### config.mk
export PLATFORM = sky130hd
export DESIGN_NAME = imem_loader
export DESIGN_NICKNAME = d
export VERILOG_FILES = /design/src/rtl/imem_loader.sv
export SDC_FILE = /design/constraint.sdc
export NUM_CORES = 1
export LEC_CHECK = 0
export ABC_AREA = 1
export CAP_MARGIN = 20
export CORE_MARGIN = 1.5
export CORE_UTILIZATION = 50
export CTS_CLUSTER_DIAMETER = 30
export DETAILED_ROUTE_END_ITERATION = 8
export PLACE_DENSITY_LB_ADDON = 0.05
export SLEW_MARGIN = 40
export SYNTH_ARGS = -nofsm -noshare
export SYNTH_HDL_FRONTEND = slang
export SYNTH_SLANG_ARGS = --single-unit
### constraint.sdc
create_clock -name clk -period 3.3 [get_ports clk]
set_input_delay 0.495 -clock clk [delete_from_list [all_inputs] [get_ports clk]]
set_output_delay 0.495 -clock clk [all_outputs]
set_load 0.005 [all_outputs]
### src/rtl/imem_loader.sv
// imem_loader: write-side agent for the byte-addressed, little-endian
// instruction memory. It accepts 32-bit words on a valid/ready stream and
// writes each word as four bytes at consecutive addresses. The core is held
// while a load runs. The load ends with DONE when the HALT word (0x0000007F)
// has been written, or with ERR when memory fills without a HALT word.
//
// Ports:
//   clk, rst     rising-edge clock, asynchronous active-high reset
//   load_start   one-cycle pulse; starts a load at byte 0 (from IDLE/DONE/ERR)
//   in_valid/in_ready/in_word   instruction word stream
//   mem_we/mem_addr/mem_wdata   byte write port to instruction memory
//   core_hold    stalls the core while loading, and after an overflow
//   load_done    sticky; HALT word written
//   load_err     sticky; memory filled without a HALT word
//   word_count   words fully written in the current load
module imem_loader #(
  parameter int MEM_BYTES = 128,
  parameter int CNT_W     = 6
) (
  input  logic             clk,
  input  logic             rst,
  input  logic             load_start,
  input  logic             in_valid,
  output logic             in_ready,
  input  logic [31:0]      in_word,
  output logic             mem_we,
  output logic [31:0]      mem_addr,
  output logic [7:0]       mem_wdata,
  output logic             core_hold,
  output logic             load_done,
  output logic             load_err,
  output logic [CNT_W-1:0] word_count
);

  localparam int          AW   = $clog2(MEM_BYTES);
  localparam logic [31:0] HALT = 32'h0000_007F;

  typedef enum logic [2:0] {IDLE, ACCEPT, WRITE, DONE, ERR} state_t;

  state_t        state;
  logic [AW-1:0] base;
  logic [1:0]    idx;
  logic [31:0]   word;
  logic [AW-1:0] byte_addr;
  logic          last_slot;

  // The address and data are taken straight from the registers, so they
  // return to 0 on reset together with the state.
  assign byte_addr = base + AW'(idx);
  assign mem_addr  = 32'(byte_addr);
  assign mem_wdata = word[{idx, 3'b000} +: 8];

  // Use one extra bit because base+4 equals MEM_BYTES in the last slot.
  assign last_slot = (({1'b0, base} + (AW+1)'(4)) == (AW+1)'(MEM_BYTES));

  always_ff @(posedge clk or posedge rst) begin
    if (rst) begin
      state      <= IDLE;
      base       <= '0;
      idx        <= '0;
      word       <= '0;
      in_ready   <= 1'b0;
      mem_we     <= 1'b0;
      core_hold  <= 1'b0;
      load_done  <= 1'b0;
      load_err   <= 1'b0;
      word_count <= '0;
    end else begin
      case (state)
        // IDLE, DONE and ERR restart the same way. load_start is not
        // checked in ACCEPT or WRITE, so a running load is never restarted.
        IDLE, DONE, ERR: begin
          if (load_start) begin
            state      <= ACCEPT;
            base       <= '0;
            idx        <= '0;
            word_count <= '0;
            load_done  <= 1'b0;
            load_err   <= 1'b0;
            in_ready   <= 1'b1;
            core_hold  <= 1'b1;
          end
        end
        ACCEPT: begin
          if (in_valid && in_ready) begin
            state    <= WRITE;
            word     <= in_word;
            idx      <= '0;
            in_ready <= 1'b0;
            mem_we   <= 1'b1;
          end
        end
        WRITE: begin
          if (idx == 2'd3) begin
            mem_we     <= 1'b0;
            idx        <= '0;
            base       <= base + AW'(4);
            word_count <= word_count + CNT_W'(1);
            // A HALT word in the last slot still ends with DONE.
            if (word == HALT) begin
              state     <= DONE;
              load_done <= 1'b1;
              core_hold <= 1'b0;
            end else if (last_slot) begin
              // Keep the core held. It must not run a truncated program.
              state    <= ERR;
              load_err <= 1'b1;
            end else begin
              state    <= ACCEPT;
              in_ready <= 1'b1;
            end
          end else begin
            idx <= idx + 2'd1;
          end
        end
        default: state <= IDLE;
      endcase
    end
  end

endmodule

==> results by group, run 1 <==
Layout
  – NumNets Final: 448
  – Fillers: 532
  – Antenna diodes: 0
  – Layout cells sized above 1: 11.7%
  – Syn-to-layout area delta: 20.4%
  – Most frequent cells in the layout: clkdlybuf4s50_1 (61), nand2_1 (58), dfrtp_1 (53), nor2_1 (42), inv_1 (38)
  – Commonest non-fill, non-tap cell in the layout: clkdlybuf4s50_1
  – Fin cells: 484

Floorplanning
  – Rows: 28
  – Initial core utilization: 51.7%
  – # IOs: 87
  – Die Footprint: 6560 sq um
  – Core area: 5890 sq um
  – Die width: 81.0 um
  – Die H: 81.0 um

Synthesis
  – Post-synth top area share: 43.6%
  – Synthesized flop and latch total: 53
  – Syn Inst Count: 354
  – Synth Area per Inst: 8.59 sq um
  – Ys Warns: 0
  – Synth area leader: dfrtp_1
  – Synth Cell Area: 3040 sq um
  – Top cells by area, synth: dfrtp_1 (44%), nand2_1 (7.2%), mux2_4 (6.9%)
  – Netlist cell types: 34
  – Post-synthesis sequential area ratio: 43.6%

Timing
  – Slew @ Worst Pin: 0.729 ns
  – Setup repair after global routing missed its margin: no
  – Tcrit/Tclk final: 85.4%
  – Slew margin rel.: 51.4%
  – Fin. max-slew vios: 0
  – Final period demand of the worst path: 2.82 ns
  – Final Hold Violating Endpoints: 0
  – Clock Skew: 0.0111 ns
  – Max frequency: 0.355 GHz
  – Final TNS setup: 0 ns
  – Final setup fails: 0

Setup path
  – CP cell instances: inv_1, o21ai_0, a21oi_1, a21oi_1, clkdlybuf4s50_1
  – Buffers plus inverters on the worst setup path: 2
  – WP depth: 5
  – Worst Path Arrival: 2.32 ns
  – CP startpoint kind: flop
  – Slowest CP cell: dfrtp_1
  – Worst path most repeated cell: a21oi_1
  – Worst setup EP type: primary output
  – CP max FO: 22
  – CP top delay family: buffers and inverters
  – Critical path's largest stage delay: 0.61 ns
  – FF-to-FF path depth: 5
  – CP required: 2.80 ns
  – Critical path type: flop to primary output

Worst hold path
  – Hold depth: 2
  – HP Class: flop to flop

Placed design
  – Placer Congestion: 0.827
  – Detailed placer's ending HPWL: 4680 um
  – Port Buf Inserts: 61
  – Cells after DPL: 476

Clock tree
  – Clock Latency Late Sink: 0.31 ns
  – CTS max path bufs: 2
  – Root Buffer: clkbuf_8
  – Post-CTS sizing: 0
  – Postcts setup bufs: 0
  – H-tree Lvls: 2
  – CTS Buf Count: 5
  – CTS tree: yes
  – Clock transition at path regs: 0.09 ns
  – Clock sinks: 53
  – Cts hold-fix bufs: 0

Detailed routing
  – Starting DRT DRC Count: 142
  – Total wire length: 6240 um
  – Avg WL per Cell: 12.9 um
  – Drt via density: 4.89
  – Remaining antenna violation count after routing: 0
  – DRC: 0
  – Via count: 2369
  – 1st-pass router iterations: 4

Flow run
  – Max-cap viol count: 0

Global route
  – Number of global-route vias before repair: 2197
  – Total GRT Usage: 20.9%
  – Largest net degree at the start of global routing: 54
  – Initial antenna violation count: 0
  – GR Overflow Total: 0
  – First-pass GRT wire length: 10400 um

Pwr
  – Leak Pwr: 1.75 nW
  – Max IR drop VDD: 0.447 mV
  – Pwr/cell area: 787 nW/um^2
  – Power Total: 2.88 mW

Outcome
  – Outcome: finished clean
## report_power, final
group / total (mW) / internal (mW) / switching, mW
registers: 1.10 / 0.888 / 0.210
clock network: 0.351 / 0.148 / 0.204
logic: 1.43 / 0.718 / 0.716
## layout make-up
class / instances / area [sq um] / area share, %
multi-input cells: 244 / 1380 / 37.7
clock inverters: 2 / 10.0 / 0.273
repair buffers: 62 / 618 / 16.9
well taps: 75 / 93.8 / 2.56
clock buffers: 6 / 72.6 / 1.98
inverters: 42 / 163 / 4.44
flip-flops and latches: 53 / 1330 / 36.2
## cells by family (layout without fill, tap and decap cells)
| kind of cell | Yosys count | count (layout) | synth area share [%] |
|---|---|---|---|
| simple gates | 131 | 131 | 19.9 |
| buf+inv | 81 | 112 | 14.0 |
| compound gates | 66 | 66 | 12.6 |
| flops | 53 | 53 | 43.6 |
| mux | 15 | 15 | 7.28 |
| fa+ha+maj | 4 | 4 | 1.65 |
| xor+xnor | 3 | 3 | 0.864 |
| other cells | 1 | 25 | 0.123 |
## worst paths after layout
| check | from | endpoint | slack [ns] |
|---|---|---|---|
| worst max-delay path | idx[0]$_DFFE_PP0P_ | mem_wdata[1] | 0.48 |
| worst min-delay path | core_hold$_DFFE_PP0P_ | core_hold$_DFFE_PP0P_ | 0.48 |
| worst max register to register | state[1]$_DFFE_PP0P_ | word[0]$_DFFE_PP0P_ | 1.38 |
| worst min register to register | core_hold$_DFFE_PP0P_ | core_hold$_DFFE_PP0P_ | 0.48 |
| max in group asynchronous | rst | word[7]$_DFFE_PP0P_ | 2.18 |
| min in group asynchronous | rst | core_hold$_DFFE_PP0P_ | 0.69 |
## per-stage QoR
step / setup WS [ns] / hold slack (ns) / utilization (%) / cell area (sq um)
final: 0.482 / 0.483 / 62.2 / 3660
after global routing: 0.282 / 0.523 / 62.2 / 3660
after CTS: 0.509 / 0.487 / 62.2 / 3660
after detailed placement: 0.872 / 0.465 / 60.8 / 3580
after global placement: 0.953 / 0.459 / 60.8 / 3580
after floorplan: 1.52 / 0.465 / - / 3130
## flip-flops by register name, indices dropped and copies added (netlist names)
register and flops:
in_ready 1, base 5, load_done 1, mem_we 1, word 32, load_err 1
word_count 6, idx 2, core_hold 1, state 3
## cell usage after synthesis (all sizes together)
library cell	count
o21ai	23
clkbuf	11
inv	42
xor2	3
conb	1
nand2	64
and2	2
mux2	15
nor3	2
a21oi	36
nand4	4
a31oi	1
a22o	2
o21bai	1
dfrtp	53
nand3	13
o31ai	1
nor2	44
nand3b	2
ha	4
o22ai	2
buf	28
## metal layers
layer / track usage, % / part of all wire [%] / vias up
met5: 0 / 0 / -
met4: 6.90 / 1.5 / 0
met3: 4.27 / 6.0 / 8
met2: 29.9 / 42 / 82
met1: 31.3 / 51 / 1093
li1: - / - / 1186
## worst register-to-register path, stage by stage (launching register included)
cell	delay (ns)
dfrtp_1	0.41
inv_2	0.11
nand2_2	0.08
nor2_4	0.13
nand3_4	0.53
mux2_4	0.55
Power figures use the tool's default switching activity.
==> inputs of run 2 (changes only) <==
ABC_CLOCK_PERIOD_IN_PS = 3300   (was unset)
HOLD_SLACK_MARGIN = 0.02   (was unset)
==> results of run 2 <==
No change in the layout: final DEF, timing and power equal those of run 1.
==> inputs of run 3 (changes only) <==
SKIP_CTS_REPAIR_TIMING = 1   (was unset)
==> results of run 3 <==
No change in the layout: final DEF, timing and power equal those of run 1.
